**src/rtl/parser_pkg.sv**
```systemverilog
// parser_pkg: shared types and sizing constants for the parser front end
package parser_pkg;

    typedef enum logic [1:0] {IDLE, FILL, DRAIN, OUT} hwb_state_e;

    localparam int HDR_BYTES      = 128;
    localparam int BEAT_BYTES_DEF = 32;
    localparam int BEATS_PER_WIN  = HDR_BYTES / BEAT_BYTES_DEF;

endpackage

```
**src/rtl/hwb_beat_mask.sv**
```systemverilog
// hwb_beat_mask: zeroes the bytes of an eop beat that lie at or beyond its valid length
//   i_data/o_data : beat in / masked beat out, byte k = [8k+7:8k]
//   i_eop, i_len  : mask only applies on the eop beat, bytes k >= i_len become 0
module hwb_beat_mask #(
    parameter int BEAT_BYTES = 32,
    parameter int BLEN_W     = 6
) (
    input  logic [BEAT_BYTES*8-1:0] i_data,
    input  logic                    i_eop,
    input  logic [BLEN_W-1:0]       i_len,
    output logic [BEAT_BYTES*8-1:0] o_data
);

    always_comb begin
        o_data = i_data;
        for (int k = 0; k < BEAT_BYTES; k++)
            o_data[k*8 +: 8] = (i_eop && i_len <= BLEN_W'(k)) ? 8'd0 : i_data[k*8 +: 8];
    end

endmodule

```
**src/rtl/header_window_buffer.sv**
```systemverilog
// header_window_buffer: captures the first CANDI_NUM bytes of each packet into a header window
//   ingress : i_data_valid/o_data_ready beat handshake with sop/eop/len framing
//   egress  : o_hdr_valid/i_hdr_ready window handshake with o_hdr_data and o_hdr_len
//   o_err_cnt counts dropped orphan beats and aborted (eop-less) packets, saturating
module header_window_buffer
    import parser_pkg::*;
#(
    parameter int CANDI_NUM    = HDR_BYTES,
    parameter int OFFSET_WIDTH = 7,
    parameter int BEAT_BYTES   = BEAT_BYTES_DEF,
    parameter int BLEN_W       = 6
) (
    input  logic                      i_clk,
    input  logic                      i_rst,
    input  logic                      i_data_valid,
    input  logic [BEAT_BYTES*8-1:0]   i_data,
    input  logic                      i_data_sop,
    input  logic                      i_data_eop,
    input  logic [BLEN_W-1:0]         i_data_len,
    output logic                      o_data_ready,
    output logic                      o_hdr_valid,
    output logic [CANDI_NUM-1:0][7:0] o_hdr_data,
    output logic [OFFSET_WIDTH:0]     o_hdr_len,
    input  logic                      i_hdr_ready,
    output logic [15:0]               o_err_cnt
);

    localparam int BPW = CANDI_NUM / BEAT_BYTES;
    localparam int SW  = OFFSET_WIDTH + 2;

    hwb_state_e               state_q, state_d;
    logic [OFFSET_WIDTH:0]    ptr_q, ptr_d;
    logic [OFFSET_WIDTH:0]    len_q, len_d;
    logic [CANDI_NUM*8-1:0]   win_q, win_d;
    logic [15:0]              err_q, err_d;
    logic [BEAT_BYTES*8-1:0]  beat;
    logic [SW-1:0]            base, nxt, sum;

    hwb_beat_mask #(.BEAT_BYTES(BEAT_BYTES), .BLEN_W(BLEN_W)) u_mask (
        .i_data (i_data),
        .i_eop  (i_data_eop),
        .i_len  (i_data_len),
        .o_data (beat)
    );

    always_comb begin
        state_d = state_q;
        ptr_d   = ptr_q;
        len_d   = len_q;
        win_d   = win_q;
        err_d   = err_q;
        // a sop beat always restarts at byte 0, aborting any open packet
        base    = i_data_sop ? '0 : SW'(ptr_q);
        nxt     = base + SW'(BEAT_BYTES);
        sum     = base + SW'(i_data_len);
        if (state_q == OUT) begin
            if (i_hdr_ready) begin
                state_d = IDLE;
                ptr_d   = '0;
                len_d   = '0;
                win_d   = '0;
            end
        end else if (i_data_valid) begin
            if (i_data_sop ? state_q != IDLE : state_q == IDLE)
                err_d = (err_q == 16'hFFFF) ? err_q : err_q + 16'd1;
            if (i_data_sop)
                win_d = '0;
            if (i_data_sop || state_q == FILL) begin
                for (int s = 0; s < BPW; s++)
                    if (base == SW'(s*BEAT_BYTES))
                        win_d[s*BEAT_BYTES*8 +: BEAT_BYTES*8] = beat;
                ptr_d   = nxt[OFFSET_WIDTH:0];
                state_d = i_data_eop ? OUT : (nxt >= SW'(CANDI_NUM) ? DRAIN : FILL);
                len_d   = i_data_eop ? (sum > SW'(CANDI_NUM) ? (OFFSET_WIDTH+1)'(CANDI_NUM) : sum[OFFSET_WIDTH:0])
                        : (nxt >= SW'(CANDI_NUM) ? (OFFSET_WIDTH+1)'(CANDI_NUM) : len_q);
            end else if (state_q == DRAIN && i_data_eop) begin
                state_d = OUT;
            end
        end
    end

    always_ff @(posedge i_clk or posedge i_rst) begin
        if (i_rst) begin
            state_q <= IDLE;
            ptr_q   <= '0;
            len_q   <= '0;
            win_q   <= '0;
            err_q   <= '0;
        end else begin
            state_q <= state_d;
            ptr_q   <= ptr_d;
            len_q   <= len_d;
            win_q   <= win_d;
            err_q   <= err_d;
        end
    end

    assign o_data_ready = (state_q != OUT);
    assign o_hdr_valid  = (state_q == OUT);
    assign o_hdr_data   = win_q;
    assign o_hdr_len    = len_q;
    assign o_err_cnt    = err_q;

endmodule
```
**config.mk**
```make
export PLATFORM = sky130hd
export DESIGN_NAME = header_window_buffer
export DESIGN_NICKNAME = d
export VERILOG_FILES = /design/src/rtl/parser_pkg.sv /design/src/rtl/hwb_beat_mask.sv /design/src/rtl/header_window_buffer.sv
export SDC_FILE = /design/constraint.sdc
export NUM_CORES = 2
export LEC_CHECK = 0
export ABC_AREA = 1
export CORE_AREA = 4 4 506 508
export CTS_CLUSTER_DIAMETER = 150
export DETAILED_ROUTE_END_ITERATION = 12
export DIE_AREA = 0 0 510 512
export GPL_ROUTABILITY_DRIVEN = 1
export PLACE_DENSITY_LB_ADDON = 0.12
export SLEW_MARGIN = 5
export SYNTH_ARGS = -nofsm -noshare
export SYNTH_HDL_FRONTEND = slang
export SYNTH_SLANG_ARGS = --single-unit
```
**constraint.sdc**
```tcl
create_clock -name i_clk -period 58.6 [get_ports i_clk]
set_input_delay 17.58 -clock i_clk [delete_from_list [all_inputs] [get_ports i_clk]]
set_output_delay 17.58 -clock i_clk [all_outputs]
set_load 0.01 [all_outputs]
```
* Yosys cells after proc, flatten, opt, wreduce, memory -nomap -nowiden
Index checks and enable logic that the tools add are counted.
** Word-level totals
- Register bits after elaboration :: 1058
- Output and inout bits :: 1050
- Word-level logic and storage cells :: 159
** Operators by class
- Add/sub/neg operators :: 3
- Magnitude comparators :: 34
- Eq/ne operators :: 9
- Mux-type cells :: 60
- Bitwise operators :: 2
- Reduce and logical (&&, ||, !) cells :: 46
** Operator list (number)
- 2-to-1 mux 1024 bit :: 5
- 2-to-1 mux 256 bit :: 4
- 2-to-1 mux 8 bit :: 43
- less-or-equal comparator 6 x 5 -> 1 bit, second input constant :: 16
- less-or-equal comparator 6 x 4 -> 1 bit, second input constant :: 8
- logical AND 1 bit :: 33
- less-or-equal comparator 6 x 3 -> 1 bit, second input constant :: 4
- adder 16 x 1 -> 16 bit, second input constant :: 1
- equality test 16 bit, second input constant :: 1
- equality test 8 x 7 -> 1 bit, second input constant :: 2
- 2-to-1 mux 2 bit :: 7
- less-or-equal comparator 6 x 1 -> 1 bit, second input constant :: 2
- less-or-equal comparator 6 x 2 -> 1 bit, second input constant :: 2
- adder 8 x 6 -> 9 bit :: 1
- adder 8 x 6 -> 9 bit, second input constant :: 1
- greater-or-equal comparator 9 x 8 -> 1 bit, second input constant :: 1
- > comparator 9 x 8 -> 1 bit, second input constant :: 1
- logical NOT 9 bit :: 1
- equality test 8 x 6 -> 1 bit, second input constant :: 1
- AND reduction 4 bit :: 2
- AND reduction 3 bit :: 2
- nonzero test 2 bit :: 3
- nonzero test 3 bit :: 2
- equality test 2 bit, second input constant :: 2
- other kinds (8) :: 9

* Depth between registers and ports, before layout
- Word-level depth :: 8
- Gate-level depth with buffers :: 16
- Depth with buffers taken out :: 14

* Hierarchy
A second synthesis with hierarchy kept.
** Unflattened totals
- Cells, all modules :: 6906
- Area total of the unflattened synthesis :: 54232.0 µm²
** By module, submodules not included
- header_window_buffer :: times used 1, cells each 6304, area each 51815.9 µm², sequential area each 26475.4 µm²
- hwb_beat_mask :: times used 1, cells each 602, area each 2416.1 µm², sequential area each 0.0 µm²

* Least setup slack after synthesis
No wires, ideal clock.
- Path kind :: input to register
- Start :: input port i_data_sop
- End :: register len_q[0], in the netlist o_hdr_len[0]
- Setup time :: 66 ps
- Arrival :: 19651 ps
- Data required time :: 58534 ps
- Setup slack :: 38882 ps
- Stages on the path :: 15
- Buffers on the path :: 3
- Cells stage by stage :: buf_6 clkbuf_1 clkbuf_1 nor2_1 ha_1 fa_1 nor2_1 nor2_1 nor2_1 nand3_1 nor2_1 nand3_1 nand2_1 nand3_1 nand2_1
** Between the ends
- Longest elaborated chain between the ends :: 8
- Elaborated cells on any way between the ends :: 14
- Those cells by class :: add/sub: 2; order compare: 2; mux: 6; reduce/logical: 4
** Ends and longest elaborated chain
- start: declaration :: RTL line header_window_buffer.sv:17 : input logic i_data_sop,
- 2-to-1 mux 8 bit :: RTL line header_window_buffer.sv:53 : base = i_data_sop ? '0 : SW'(ptr_q);
- adder 8 x 6 -> 9 bit :: RTL line header_window_buffer.sv:55 : sum = base + SW'(i_data_len);
- > comparator 9 x 8 -> 1 bit :: RTL line header_window_buffer.sv:74 : len_d = i_data_eop ? (sum > SW'(CANDI_NUM) ? (OFFSET_WIDTH+1)'(CANDI_NUM) : sum[OFFSET_WIDTH:0])
- 2-to-1 mux 8 bit (2 in a row) :: RTL line header_window_buffer.sv:74
- 2-to-1 mux 8 bit :: RTL line header_window_buffer.sv:68 : if (i_data_sop || state_q == FILL) begin
- 2-to-1 mux 8 bit :: RTL line header_window_buffer.sv:63 : end else if (i_data_valid) begin
- 2-to-1 mux 8 bit :: RTL line header_window_buffer.sv:56 : if (state_q == OUT) begin
- end signal: assignment :: RTL line header_window_buffer.sv:92 : len_q <= len_d;
- end: declaration :: RTL line header_window_buffer.sv:33 : logic [OFFSET_WIDTH:0] len_q, len_d;
Parallel ways exist; a longest one is shown, timed or not. The select of a mux whose other input is x is not followed.
A chain may end at the register's enable or synchronous reset.

* Worst setup path in the final report
- Start :: input port i_data_valid
- End :: register win_q[179], in the netlist o_hdr_data[179]
** Between the ends
- Longest elaborated chain between the ends :: 2
** Ends and longest elaborated chain
- start: declaration :: RTL line header_window_buffer.sv:15 : input logic i_data_valid,
- nonzero test 2 bit (no line)
- AND reduction 2 bit (no line)
- end signal: assignment :: RTL line header_window_buffer.sv:93 : win_q <= win_d;
- end: declaration :: RTL line header_window_buffer.sv:34 : logic [CANDI_NUM*8-1:0] win_q, win_d;
No other way between the ends.

==> run_results.csv <==
group,metric,value,unit
outcome,status,"finished, final reports clean",
timing,fin_setup_tns,0,ps
clock_network,clk_pin_slew,50,ps
die,rows,184,
timing,layout_min_cycle_time,22520,ps
routing,viasPerCell,4.25,
finish,stdcell_area,0.0657,mm²
die,die_w,510,µm
yosys,synth.distinct_cells,36,
yosys,synth-async-reset-ratio,1.00,
placement,gp_congestion,0.827,
clock_network,hold_buffers,0,
clock_network,cts.htree.levels,4,
worst_setup_path,endpoint_kind,"flip-flop",
timing,timing.hold.ws,472,ps
worst_setup_path,worst_setup_path_start_kind,"input pin",
worst_setup_path,path_class,"in -> reg",
clock_network,cts-root-buf,"clkbuf_16",
clock_network,postCtsSetupBuffers,0,
clock_network,cts_tree,"yes",
yosys,synth.net_count,5282,
grt,grt.total_usage,0.198,
timing,rsz0062_at_grt,"no",
grt,grt_max_degree,156,
timing,worst_pin_slew,1120,ps
timing,drv_slew,0,
power,switching_share,0.386,
timing,skew,26.9,ps
die,num_io_pins,1318,
clock_network,cts_buffers,143,
yosys,synth_warnings,0,
clock_network,insertion_delay,780,ps
finish,mostFrequentLayoutCells,"1,536 x nand2_1, 1,316 x clkdlybuf4s50_1, 1,058 x dfrtp_1",
finish,area_delta_synth_final,49.0,%
power,irDropWorstVdd,24.3,µV
grt,grt_pass1_wl,367000,µm
timing,slew-limit-headroom,0.250,
placement,placedInstanceArea,0.0608,mm²
clock_network,cts_resized,0,
die,die_h,512,µm
placement,portBuffers,1317,
worst_hold_path,min_path_type,"reg -> reg",
yosys,ys_seq_elements,1058,
worst_setup_path,arrival,23190,ps
placement,place_inst,9415,
finish,final_core_util,0.262,
clock_network,clockBufferDepth,3,
die,dieArea,0.261,mm²
finish,mostFrequentLayoutCell,"nand2_1",
routing,drc,0,
die,initial_core_util,0.175,
worst_setup_path,rr_worst_depth,12,
yosys,synth_edf_count,0,
routing,first_iter_violations,2628,
finish,fin_nets,6489,
timing,period_share,0.384,
grt,grt.overflow.total,0,
yosys,ys_seq_area_frac,0.601,
power,switching_power,1.14,mW
timing,setup-violations-final,0,
timing,finalHoldViolations,0,
yosys,synthCells,5005,
timing,max_clock_freq,44.4,MHz
worst_setup_path,crit_path_max_fanout,82,
routing,wl_per_cell,27.6,µm
yosys,synth_ff_type,"dfrtp_1",
grt,antenna_found_initial,30,
power,p_per_area,45.0,mW/mm²
worst_setup_path,required,59260,ps
routing,drt.antenna.violating_nets,0,
power,pwr-share-seq,0.337,
yosys,syn_area,0.0441,mm²
finish,instances_no_fill,9689,
routing,totalWireLength,267000,µm
power,internal_power,1.82,mW
clock_network,clock-sinks,1058,
power,combPwrFrac,0.353,
power,power_leakage,29.9,nW
worst_hold_path,worstHoldPathCells,2,
routing,dr.pass1.iters,5,
grt,first_global_vias,42300,
flow_run,max_cap_violations,0,
power,p_clk_frac,0.310,
finish,drive_gt1_frac,0.0560,
routing,num_vias,41200,
yosys,synth.avg_cell_area,8.81,µm²
placement,dpl.hpwl,192000,µm
die,core-area,0.251,mm²
logic make-up after synthesis:
kind of cell             synth area share
flip-flops                          0.601
XOR/XNOR                          0.00278
buffers and inverters              0.0715
AND/OR/NAND/NOR                     0.222
adder cells (fa/ha/maj)           0.00273
AO/OA/AOI/OAI                       0.100
cell usage after synthesis, types with 20 or more instances:
| cell type | n | share of area |
|---|---|---|
| nand2_1 | 1540 | 0.13 |
| dfrtp_1 | 1058 | 0.60 |
| nand3_1 | 622 | 0.071 |
| inv_1 | 428 | 0.036 |
| o21ai_0 | 327 | 0.037 |
| o21ai_1 | 216 | 0.025 |
| buf_2 | 148 | 0.017 |
| clkbuf_1 | 144 | 0.012 |
| nor2_1 | 140 | 0.012 |
| o31ai_1 | 112 | 0.019 |
| o22ai_1 | 106 | 0.015 |
| buf_1 | 25 | 0.0021 |
| nand4_1 | 21 | 0.0030 |
| a21oi_1 | 20 | 0.0023 |
critical path, cell delays in order:
cell and delay, ps:
clkdlybuf4s50_1 560, nand2_8 390, buf_4 430, nor2_4 120
buf_4 350, inv_2 140, nand2_8 370, buf_4 880
buf_4 800, buf_4 930, nand3_1 170, o31ai_1 120
routing by layer:
metal  vias up  track usage  wire length [µm]
met2      1437        0.334            129000
li1      18700            -                 -
met1     20700        0.237            107000
met4        20       0.0493              7080
met5         -            0               128
met3       295       0.0718             23900
power groups by stage:
| stage | sequential (mW) | combinational, mW | clock (mW) |
|---|---|---|---|
| after floorplan | 1.06 | 0.334 | 0 |
| after global placement | 1.01 | 1.07 | 0 |
| after detailed placement | 1.01 | 1.07 | 0 |
| after CTS | 0.998 | 1.08 | 0.951 |
| after global routing | 1.02 | 1.12 | 0.978 |
| final | 0.997 | 1.04 | 0.918 |
state kept, by name (all words and copies together), names as in the netlist:
signal	flops
o_err_cnt	16
o_hdr_data	1024
o_hdr_len	8
ptr_q	8
state_q	2
final timing paths:
check,from,end,slack [ps]
max reg2reg,state_q[0],o_hdr_data[179],52620
min in group asynchronous,i_rst,o_hdr_data[466],17330
max,i_data_valid,o_hdr_data[179],36080
max in group asynchronous,i_rst,o_hdr_data[823],36510
min,o_hdr_data[344],o_hdr_data[344],470
min reg2reg,o_hdr_data[344],o_hdr_data[344],470
layout make-up:
cell class | instances | area [µm²]
antenna | 15 | 37.5
clock buffer | 219 | 4280
clock inverter | 40 | 616
fill | 27100 | 185000
inverter | 446 | 1700
multi-input combinational | 3171 | 14600
sequential | 1058 | 26500
tap | 3348 | 4190
timing repair buffer | 1392 | 13800
through the flow:
step	power, mW	setup WS (ps)
3_3_place_gp	2.08	35340
2_1_floorplan	1.40	11240
5_1_grt	3.11	35750
4_1_cts	3.03	36120
3_5_place_dp	2.08	35240
6_report	2.96	36080
(Power assumes the default switching activity.)
